**src/rtl/sd_sector_loader.sv**
```systemverilog
// Streams a run of consecutive SD sectors from the SPI controller into byte-wide on-chip memory.
// Define SD_LOADER_CHECKSUM_EN to add a 16-bit byte sum output checked against expect_sum.
module sd_sector_loader #(
  parameter int unsigned MEM_ADDR_W      = 18,
  parameter int unsigned BYTE_ADDRESSING = 0,
  parameter int unsigned SECTOR_BYTES    = 512
) (
  input  logic                  clk,
  input  logic                  reset_n,
  input  logic                  start,
  input  logic [31:0]           base_sector,
  input  logic [15:0]           sector_count,
  input  logic [MEM_ADDR_W-1:0] mem_base,
  output logic                  busy,
  output logic                  done,
  output logic                  error,
  input  logic                  sd_ready,
  output logic                  sd_rd,
  output logic [31:0]           sd_address,
  input  logic [7:0]            sd_dout,
  input  logic                  sd_byte_available,
  output logic                  mem_we,
  output logic [MEM_ADDR_W-1:0] mem_addr,
  output logic [7:0]            mem_wdata
`ifdef SD_LOADER_CHECKSUM_EN
  ,
  input  logic [15:0]           expect_sum,
  output logic [15:0]           checksum
`endif
);

  localparam int unsigned     CntW    = $clog2(SECTOR_BYTES + 1);
  localparam logic [CntW-1:0] LastCnt = CntW'(SECTOR_BYTES - 1);

  localparam logic [2:0] StIdle       = 3'd0;
  localparam logic [2:0] StWaitReady  = 3'd1;
  localparam logic [2:0] StWaitAccept = 3'd2;
  localparam logic [2:0] StReceive    = 3'd3;
  localparam logic [2:0] StSectorEnd  = 3'd4;
  localparam logic [2:0] StFinish     = 3'd5;

  logic [2:0]            state_q, state_d;
  logic                  busy_q, busy_d, done_q, done_d, error_q, error_d, rd_q, rd_d;
  logic [31:0]           addr_q, addr_d, sector_q, sector_d;
  logic [15:0]           remain_q, remain_d;
  logic [MEM_ADDR_W-1:0] cur_addr_q, cur_addr_d, waddr_q, waddr_d;
  logic [CntW-1:0]       byte_cnt_q, byte_cnt_d;
  logic                  we_q, we_d;
  logic [7:0]            wdata_q, wdata_d, dout_q;
  logic                  avail_q, avail_qq;
  logic                  byte_edge, sum_bad;
  logic [31:0]           sector_addr;

  // Strobe and data are sampled together so dout_q holds the byte belonging to the edge.
  assign byte_edge   = avail_q & ~avail_qq;
  assign sector_addr = (BYTE_ADDRESSING != 0) ? {sector_q[22:0], 9'd0} : sector_q;

`ifdef SD_LOADER_CHECKSUM_EN
  logic [15:0] sum_q, sum_d, expect_q, expect_d;
  assign sum_bad  = (sum_q != expect_q);
  assign checksum = sum_q;
`else
  assign sum_bad = 1'b0;
`endif

  always_comb begin
    state_d    = state_q;
    busy_d     = busy_q;
    done_d     = 1'b0;
    error_d    = error_q;
    rd_d       = rd_q;
    addr_d     = addr_q;
    sector_d   = sector_q;
    remain_d   = remain_q;
    cur_addr_d = cur_addr_q;
    waddr_d    = waddr_q;
    byte_cnt_d = byte_cnt_q;
    we_d       = 1'b0;
    wdata_d    = wdata_q;
`ifdef SD_LOADER_CHECKSUM_EN
    sum_d      = sum_q;
    expect_d   = expect_q;
`endif
    case (state_q)
      StIdle: begin
        if (start) begin
          error_d = 1'b0;
`ifdef SD_LOADER_CHECKSUM_EN
          sum_d    = 16'd0;
          expect_d = expect_sum;
`endif
          if (sector_count == 16'd0) begin
            state_d = StFinish;
            done_d  = 1'b1;
          end else begin
            busy_d     = 1'b1;
            sector_d   = base_sector;
            remain_d   = sector_count;
            cur_addr_d = mem_base;
            state_d    = StWaitReady;
          end
        end
      end
      StWaitReady: begin
        if (sd_ready) begin
          rd_d    = 1'b1;
          addr_d  = sector_addr;
          state_d = StWaitAccept;
        end
      end
      StWaitAccept: begin
        if (!sd_ready) begin
          rd_d       = 1'b0;
          byte_cnt_d = '0;
          state_d    = StReceive;
        end
      end
      StReceive: begin
        if (byte_edge) begin
          we_d       = 1'b1;
          wdata_d    = dout_q;
          waddr_d    = cur_addr_q;
          cur_addr_d = cur_addr_q + MEM_ADDR_W'(1);
          byte_cnt_d = byte_cnt_q + CntW'(1);
`ifdef SD_LOADER_CHECKSUM_EN
          sum_d      = sum_q + 16'(dout_q);
`endif
          if (byte_cnt_q == LastCnt) state_d = StSectorEnd;
        end else if (sd_ready) begin
          // Controller went idle early: the sector was cut short.
          error_d = 1'b1;
          busy_d  = 1'b0;
          done_d  = 1'b1;
          state_d = StFinish;
        end
      end
      StSectorEnd: begin
        if (byte_edge) error_d = 1'b1;
        if (sd_ready) begin
          remain_d = remain_q - 16'd1;
          sector_d = sector_q + 32'd1;
          if (remain_q == 16'd1) begin
            busy_d  = 1'b0;
            done_d  = 1'b1;
            state_d = StFinish;
            if (sum_bad) error_d = 1'b1;
          end else begin
            state_d = StWaitReady;
          end
        end
      end
      StFinish: state_d = StIdle;
      default:  state_d = StIdle;
    endcase
  end

  always_ff @(posedge clk or negedge reset_n) begin
    if (!reset_n) begin
      state_q    <= StIdle;
      busy_q     <= 1'b0;
      done_q     <= 1'b0;
      error_q    <= 1'b0;
      rd_q       <= 1'b0;
      addr_q     <= '0;
      sector_q   <= '0;
      remain_q   <= '0;
      cur_addr_q <= '0;
      waddr_q    <= '0;
      byte_cnt_q <= '0;
      we_q       <= 1'b0;
      wdata_q    <= '0;
      dout_q     <= '0;
      avail_q    <= 1'b0;
      avail_qq   <= 1'b0;
`ifdef SD_LOADER_CHECKSUM_EN
      sum_q      <= '0;
      expect_q   <= '0;
`endif
    end else begin
      state_q    <= state_d;
      busy_q     <= busy_d;
      done_q     <= done_d;
      error_q    <= error_d;
      rd_q       <= rd_d;
      addr_q     <= addr_d;
      sector_q   <= sector_d;
      remain_q   <= remain_d;
      cur_addr_q <= cur_addr_d;
      waddr_q    <= waddr_d;
      byte_cnt_q <= byte_cnt_d;
      we_q       <= we_d;
      wdata_q    <= wdata_d;
      dout_q     <= sd_dout;
      avail_q    <= sd_byte_available;
      avail_qq   <= avail_q;
`ifdef SD_LOADER_CHECKSUM_EN
      sum_q      <= sum_d;
      expect_q   <= expect_d;
`endif
    end
  end

  assign busy       = busy_q;
  assign done       = done_q;
  assign error      = error_q;
  assign sd_rd      = rd_q;
  assign sd_address = addr_q;
  assign mem_we     = we_q;
  assign mem_addr   = waddr_q;
  assign mem_wdata  = wdata_q;

endmodule

```
**config.mk**
```make
export PLATFORM = sky130hd
export DESIGN_NAME = sd_sector_loader
export DESIGN_NICKNAME = d
export VERILOG_FILES = /design/src/rtl/sd_sector_loader.sv
export SDC_FILE = /design/constraint.sdc
export NUM_CORES = 1
export LEC_CHECK = 0
export CORE_ASPECT_RATIO = 1.1
export CORE_MARGIN = 2
export CORE_UTILIZATION = 40
export CTS_CLUSTER_SIZE = 14
export DETAILED_ROUTE_END_ITERATION = 16
export HOLD_SLACK_MARGIN = 0.02
export PLACE_DENSITY = 0.73
export SYNTH_ARGS = -nofsm -noshare
export SYNTH_HDL_FRONTEND = slang
export SYNTH_SLANG_ARGS = --single-unit
```
**constraint.sdc**
```tcl
create_clock -name clk -period 5.6 [get_ports clk]
set_input_delay 1.12 -clock clk [delete_from_list [all_inputs] [get_ports clk]]
set_output_delay 1.12 -clock clk [all_outputs]
set_load 0.05 [all_outputs]
```
# Word-level counts from Yosys, hierarchy flattened
# Cells that the tools add are included.
dict set report classes {
  addsub 4
  eq_ne 18
  n_mux 48
  n_bitwise 2
  n_reduce_logical 16
}
# operator count
set op_table {}
lappend op_table {{$mux 32} 3}
lappend op_table {{$pmux 32 s2} 1}
lappend op_table {{$mux 18} 3}
lappend op_table {{$mux 16} 3}
lappend op_table {{$pmux 18 s2} 1}
lappend op_table {{$add 32x1->32 const B} 1}
lappend op_table {{$pmux 16 s2} 1}
lappend op_table {{$mux 3} 9}
lappend op_table {{$mux 10} 2}
lappend op_table {{$ne 2x2->1 const B} 10}
lappend op_table {{$pmux 10 s2} 1}
lappend op_table {{$mux 1} 19}
lappend op_table {{$add 18x1->18 const B} 1}
lappend op_table {{$eq 16x1->1 const B} 1}
lappend op_table {{$logic_not 16->1} 1}
lappend op_table {{$sub 16x1->16 const B} 1}
lappend op_table {{$pmux 3 s5} 1}
lappend op_table {{$add 10x1->10 const B} 1}
lappend op_table {{$eq 10x9->1 const B} 1}
lappend op_table {{$pmux 1 s3} 3}
lappend op_table {{$reduce_and 4->1} 2}
lappend op_table {{$reduce_bool 2->1} 4}
lappend op_table {{$reduce_and 7->1} 1}
lappend op_table {{$eq 3x2->1 const B} 2}
lappend op_table {{other kinds (12)} 15}
dict set report totals {
  regBits 152
  inputBits 79
  out_inout_bits 63
  elab_cells 104
}

# Longest topological paths before layout
# Gate-level depths: netlist of run 1.
dict set report depth {
  depth_word 4
  mapped_depth 8
  ltp_nobuf 7
}

# Worst setup path after synthesis of run 1
# OpenSTA, ideal clock, no wires.
dict set report synth_timing {
  path_type {input -> register}
  from {in sd_ready}
  to {reg byte_cnt_q[9]}
  setup_time_ns 0.159
  arrival_ns 2.403
  required_time_ns 5.441
  setup_slack_ns 3.038
  stages 6
  path_buffers 1
  path_cell_list {clkbuf_1 -> or4b_2 -> o21ai_0 -> nand4_1 -> xnor2_1 -> nor2_1}
}
dict set report synth_between {
  elab_chain_cells 2
}
# element line
set synth_lines {}
lappend synth_lines {{start, declared} 17} ;# input logic sd_ready,
lappend synth_lines {{$ne 2x2->1 (no source line)} --}
lappend synth_lines {{$reduce_and 3->1 (no source line)} --}
lappend synth_lines {{end signal, assigned} 190} ;# byte_cnt_q <= byte_cnt_d;
lappend synth_lines {{end, declared} 47} ;# logic [CntW-1:0] byte_cnt_q, byte_cnt_d;
# Every way passes these cells.
# A chain may end at the register's enable or synchronous reset.

# Worst setup path after layout of run 1
dict set report layout_timing {
  from {in sector_count[12]}
  to {reg remain_q[2]}
}
dict set report layout_between {
  elab_chain_cells 3
}
# element line
set layout_lines {}
lappend layout_lines {{start, declared} 12} ;# input logic [15:0] sector_count,
lappend layout_lines {{$logic_not 16->1} 92} ;# if (sector_count == 16'd0) begin
lappend layout_lines {{$ne 2x2->1 (no source line)} --}
lappend layout_lines {{$reduce_and 4->1 (no source line)} --}
lappend layout_lines {{end signal, assigned} 187} ;# remain_q <= remain_d;
lappend layout_lines {{end, declared} 45} ;# logic [15:0] remain_q, remain_d;
# Every way passes these cells.

==> impl_metrics.env, run 1 <==
export IMPL_ys_top_cells_by_area="dfrtp_1, nand2_1, mux2_2"
export IMPL_die_w_um=135.2
export IMPL_dr_pass1_iters=5
export IMPL_p_per_area_nw_per_um2=606.0
export IMPL_die_y_um=148.3
export IMPL_whs_ps=422.5
export IMPL_r2r_setup_slack_ps=2630
export IMPL_slew_viol_final=0
export IMPL_fin_crit_sh_pct=59.08
export IMPL_relSlewSlack_pct=22.55
export IMPL_syn_nets=892
export IMPL_gp_congestion=0.8312
export IMPL_path_buf_inv=1
export IMPL_skew_ps=7.158
export IMPL_grt_pass1_wl_um=32850
export IMPL_multi_input_comb_area_um2=3536
export IMPL_switching_share_pct=43.56
export IMPL_synth_cell_type_count=66
export IMPL_hp_class="reg -> reg"
export IMPL_synth_largest_area_cell="dfrtp_1"
export IMPL_core_region_area_um2=18480
export IMPL_wl_met2_um=9109
export IMPL_htree_levels=4
export IMPL_leakage_nw=3.996
export IMPL_cts_sinks=152
export IMPL_areaGrowthSynthToFinish_pct=29.16
export IMPL_netlist_instances=808
export IMPL_drt_iter0_drc=649
export IMPL_detail_route_antenna_nets=0
export IMPL_setup_violations=0
export IMPL_portBuffers=141
export IMPL_worst_slew_pin_slew_ps=1159
export IMPL_start_util_pct=40.99
export IMPL_drc=0
export IMPL_netlist_area_um2=7574
export IMPL_wl_um=20000
export IMPL_rsz0062_at_grt="no"
export IMPL_path_cells="clkdlybuf4s50_1, nor4_1, nand3_1, o21bai_4, nor2_1, a2bb2oi_1"
export IMPL_synth_area_per_cell_um2=9.373
export IMPL_m1WireLength_um=8955
export IMPL_grt_total_usage_pct=20.39
export IMPL_met3WireLength_um=1638
export IMPL_finalHoldViolations=0
export IMPL_ir_drop_v=0.0003615
export IMPL_grt_pass1_vias=6317
export IMPL_numCtsBuffers=17
export IMPL_cpPeakStageDelay_ps=930
export IMPL_cp_required_ps=5860
export IMPL_synth_edf_count=0
export IMPL_top_layer_used="met4"
export IMPL_ys_seq_elements=152
export IMPL_grt_max_degree=60
export IMPL_fin_tns_setup_ps=0
export IMPL_path_clk_slew_ps=60
export IMPL_n_fill_cell=1713
export IMPL_crit_type="in -> reg"
export IMPL_switchingPower_mw=2.582
export IMPL_grt_antenna_before_repair=0
export IMPL_cp_start_kind="input port"
export IMPL_cpMaxStageDelayCell="o21bai_4"
export IMPL_path_delay_family="compound AO/OA/AOI/OAI gates"
export IMPL_ctsResizeCount=0
export IMPL_drv_cap=0
export IMPL_fin_crit_ps=3308
export IMPL_cts_tree="done"
export IMPL_cts_root_buf="clkbuf_16"
export IMPL_synth_top_area_share_pct=50.22
export IMPL_worst_slack_ps=2292
export IMPL_p_int_mw=3.346
export IMPL_dpl_cell_area_um2=9165
export IMPL_wl_per_cell_um=16.94
export IMPL_hold_buffers=0
export IMPL_crit_fanout=52
export IMPL_fin_nets=1009
export IMPL_insertion_delay_ps=420
export IMPL_fmax_mhz=302.3
export IMPL_vias=6736
export IMPL_row_count=52
export IMPL_endpoint_kind="flip-flop"
export IMPL_pin_count=142
export IMPL_seq_area_um2=3804
export IMPL_run_status="complete, no violations"
export IMPL_seq_area_frac_synth_pct=50.22
export IMPL_cts_setup_buffers=0
export IMPL_drive_above_1_share_pct=10.55
export IMPL_power_total_mw=5.928
export IMPL_antenna_cells=0
export IMPL_power_frac_seq_pct=35.2
export IMPL_vias_per_cell=5.704
export IMPL_dp_hpwl_um=13510
export IMPL_cts_max_path_buffers=2
export IMPL_async_flop_share_pct=100.0
export IMPL_synthFlopType="dfrtp_1"
export IMPL_die_area_um2=20050
export IMPL_grt_ovfl_total=0
export IMPL_stdcell_area_um2=9782
export IMPL_clkPwrFrac_pct=20.2
export IMPL_p_comb_share_pct=44.6
export IMPL_cp_arrival_ps=3560
export IMPL_post_place_ws_ps=1910
export IMPL_ys_warn_count=0
==> worst reg2reg max path: cells and delay by family (launching register included) <==
kind          cells  cell delay, ps
buf+inv           3            1430
flops             1             640
simple gates      4             600
xor+xnor          1             190
==> power groups by stage <==
stage                     Sequential (mW)  Clock (mW)  Combinational, mW
after floorplan                      2.69           0               1.19
after global placement               2.08           0               2.60
after detailed placement             2.09           0               2.65
after CTS                            2.08        1.22               2.66
after global routing                 2.17        1.28               2.85
final                                2.09        1.19               2.65
==> Yosys cell counts (7+ instances only) <==
cell	number
nor3_1	9
a2bb2oi_1	16
nand4_1	21
buf_2	15
clkbuf_1	36
nand2_1	134
nor2_1	51
dfrtp_1	152
nand3_1	37
o22a_1	7
o22ai_1	16
inv_1	9
xor2_1	7
and3_1	9
mux2_2	34
a22oi_1	9
o21ai_0	63
a21oi_1	76
==> registers in the layout (all words and copies together) (netlist names) <==
register	cells
sd_address	32
sector_addr	32
cur_addr_q	18
mem_addr	18
remain_q	16
byte_cnt_q	10
dout_q	8
mem_wdata	8
state_q	3
avail_q	1
avail_qq	1
busy	1
done	1
error	1
mem_we	1
sd_rd	1
==> cell type report <==
cell class / instances / share of cell area [%]
sequential: 152 / 38.88
multi-input combinational: 594 / 36.15
timing repair buffer: 151 / 15.21
clock buffer: 21 / 4.809
tap: 243 / 3.108
clock inverter: 11 / 1.497
inverter: 9 / 0.3454
==> metal layers <==
layer	up-vias	global-route usage, %
li1	3179	-
met1	3242	28.73
met2	283	31.17
met3	32	5.078
met4	0	6.198
met5	-	0
==> path summary, 6_finish.rpt <==
check | start | to | depth (start not counted)
setup / recovery | sector_count[12] | remain_q[2]$_DFFE_PN0P_ | 6
hold / removal | avail_q$_DFF_PN0_ | avail_qq$_DFF_PN0_ | 0
setup reg to reg | state_q[1]$_DFFE_PN0P_ | byte_cnt_q[3]$_DFFE_PN0P_ | 8
hold reg to reg | avail_q$_DFF_PN0_ | avail_qq$_DFF_PN0_ | 0
max in group asynchronous | reset_n | sector_addr[18]$_DFFE_PN0P_ | 2
min in group asynchronous | reset_n | mem_wdata[0]$_DFFE_PN0P_ | 1
==> through the flow <==
step | instances | utilization, %
2_1_floorplan | 808 | -
3_3_place_gp | 1149 | 49.60
3_5_place_dp | 1149 | 49.60
4_1_cts | 1181 | 52.94
5_1_grt | 1181 | 52.94
6_report | 1181 | 52.94
==> cell families (layout without fill, tap and decap cells) <==
group                    Yosys count  count (layout)  share of synthesized area (%)
AND/OR/NAND/NOR                  313             313                          20.49
multiplexers                      36              36                          5.320
buffers and inverters             62             192                          3.321
XOR/XNOR                           8               8                         0.9252
AO/OA/AOI/OAI                    232             232                          18.90
flip-flops                       152             152                          50.22
adder cells (fa/ha/maj)            5               5                         0.8260
==> placed cells by master, fill, tap and decap left out, types with 10 or more instances in the layout <==
cell | synthesis | layout
dfrtp_1 | 152 | 152
clkdlybuf4s50_1 | 0 | 140
nand2_1 | 134 | 134
a21oi_1 | 76 | 76
o21ai_0 | 63 | 63
nor2_1 | 51 | 51
nand3_1 | 37 | 37
mux2_2 | 34 | 34
nand4_1 | 21 | 21
clkbuf_16 | 0 | 17
a2bb2oi_1 | 16 | 16
o22ai_1 | 16 | 16
buf_4 | 0 | 10
No activity file was read; power rests on OpenSTA's default activity.
==> run 2: changes to the inputs <==
- clock period: 5.6 -> 3.4 ns (I/O delays scaled with it)
==> impl_metrics.env, run 2 (synthesis results as in run 1) <==
export IMPL_vias_per_cell=5.572
export IMPL_path_clk_slew_ps=60
export IMPL_grt_max_degree=70
export IMPL_cp_start_kind="input port"
export IMPL_hp_class="in -> async"
export IMPL_die_w_um=135.2
export IMPL_pin_count=142
export IMPL_endpoint_kind="flip-flop"
export IMPL_cpMaxStageDelayCell="nor4_1"
export IMPL_dp_hpwl_um=13670
export IMPL_skew_ps=7.364
export IMPL_cts_max_path_buffers=2
export IMPL_start_util_pct=40.99
export IMPL_wl_um=19770
export IMPL_cts_root_buf="clkbuf_16"
export IMPL_gr_usage_met1_pct=28.67
export IMPL_cts_sinks=152
export IMPL_dpl_cell_area_um2=9245
export IMPL_die_y_um=148.3
export IMPL_cp_required_ps=3710
export IMPL_row_count=52
export IMPL_grt_antenna_before_repair=1
export IMPL_cts_setup_buffers=0
export IMPL_p_per_area_nw_per_um2=989.6
export IMPL_finalHoldViolations=0
export IMPL_drt_iter0_drc=463
export IMPL_setup_violations=0
export IMPL_die_area_um2=20050
export IMPL_crit_fanout=32
export IMPL_ir_drop_v=0.0005580
export IMPL_areaGrowthSynthToFinish_pct=29.95
export IMPL_vias=6631
export IMPL_run_status="complete, no violations"
export IMPL_worst_slew_pin_slew_ps=726.8
export IMPL_wl_per_cell_um=16.61
export IMPL_htree_levels=4
export IMPL_crit_type="in -> reg"
export IMPL_core_region_area_um2=18480
export IMPL_grt_pass1_wl_um=32800
export IMPL_fin_crit_ps=2584
export IMPL_detail_route_antenna_nets=0
export IMPL_insertion_delay_ps=430
export IMPL_hold_buffers=0
export IMPL_ctsResizeCount=0
export IMPL_fin_nets=1018
export IMPL_portBuffers=141
export IMPL_dr_pass1_iters=5
export IMPL_final_cell_mix="dfrtp_1, clkdlybuf4s50_1, nand2_1, a21oi_1, o21ai_0"
export IMPL_grt_pass1_vias=6339
export IMPL_path_common_cell="a21oi_1"
export IMPL_gp_congestion=0.8417
export IMPL_use_met3_pct=4.806
export IMPL_fmax_mhz=387.0
export IMPL_cts_tree="done"
export IMPL_grt_total_usage_pct=20.52
export IMPL_numCtsBuffers=17
export IMPL_drv_cap=0
export IMPL_grt_use_met2_pct=31.55
export IMPL_leakage_nw=4.037
export IMPL_relSlewSlack_pct=51.55
export IMPL_busiest_layer="met2"
export IMPL_whs_ps=250.9
export IMPL_stdcell_area_um2=9842
export IMPL_cpPeakStageDelay_ps=560
export IMPL_grt_ovfl_total=0
export IMPL_fin_crit_sh_pct=75.99
export IMPL_rsz0062_at_grt="no"
export IMPL_cp_arrival_ps=2890
export IMPL_final_common_cell="dfrtp_1"
export IMPL_drive_above_1_share_pct=11.42
export IMPL_path_cells="clkdlybuf4s50_1, nor4_1, nand3_1, o21ba_2, buf_4, a21oi_1, a21oi_1"
export IMPL_path_buf_inv=2
export IMPL_drc=0
export IMPL_fin_tns_setup_ps=0
export IMPL_path_delay_family="simple AND/OR/NAND/NOR gates"
export IMPL_slew_viol_final=0
run 2: changes by cell type in the layout (fill, tap and decap cells not counted):
cell / change
buf_12: +1
buf_4: +8
clkbuf_1: -1
clkbuf_8: -2
clkinv_2: +2
clkinv_4: -1
clkinvlp_4: +1
diode_2: +1
run 2: worst register-to-register path, delay by kind of cell, from the launching register on:
family,cells,cell delay (ps)
compound gates,2,390
buf+inv,1,330
flops,1,680
simple gates,2,1030
run 2: worst paths after layout:
kind,to,slack (ps),cells after the start,startpoint
max,sector_addr[7]$_DFFE_PN0P_,820,7,sector_count[13]
min,dout_q[0]$_DFF_PN0_,250,1,reset_n
max reg2reg,remain_q[12]$_DFFE_PN0P_,880,5,state_q[2]$_DFFE_PN0P_
min reg2reg,avail_qq$_DFF_PN0_,420,0,avail_q$_DFF_PN0_
max in group asynchronous,sector_addr[25]$_DFFE_PN0P_,2300,2,reset_n
min in group clk,avail_qq$_DFF_PN0_,420,0,avail_q$_DFF_PN0_
run 2: metrics by stage:
step | total power, mW | std cells | util [%] | worst slack (ps)
finish | 9.739 | 1190 | 53.26 | 816.3
floorplan | 6.400 | 808 | - | 1278
detailed placement | 7.836 | 1158 | 50.03 | 393.5
CTS | 9.783 | 1189 | 53.25 | 838.3
global placement | 7.748 | 1158 | 50.03 | 467.7
global route | 10.35 | 1189 | 53.25 | 722.7
run 2: power breakdown:
part / switching (mW) / total (mW) / internal, mW
clock: 0.747 / 1.91 / 1.16
sequential: 0.811 / 3.43 / 2.62
combinational: 2.69 / 4.40 / 1.71
total: 4.24 / 9.74 / 5.49
run 2: cell type report:
type	count	area (µm²)
clock buffer	18	439.2
fill	1692	8636
antenna	1	2.502
tap	243	304.0
inverter	9	33.78
timing repair buffer	160	1568
sequential	152	3804
multi-input combinational	594	3536
clock inverter	13	155.1
run 2: metal layers:
layer	vias to the layer above	wire length (µm)
li1	3201	-
met1	3142	9142
met2	262	9012
met3	26	1338
met4	0	277
met5	-	0
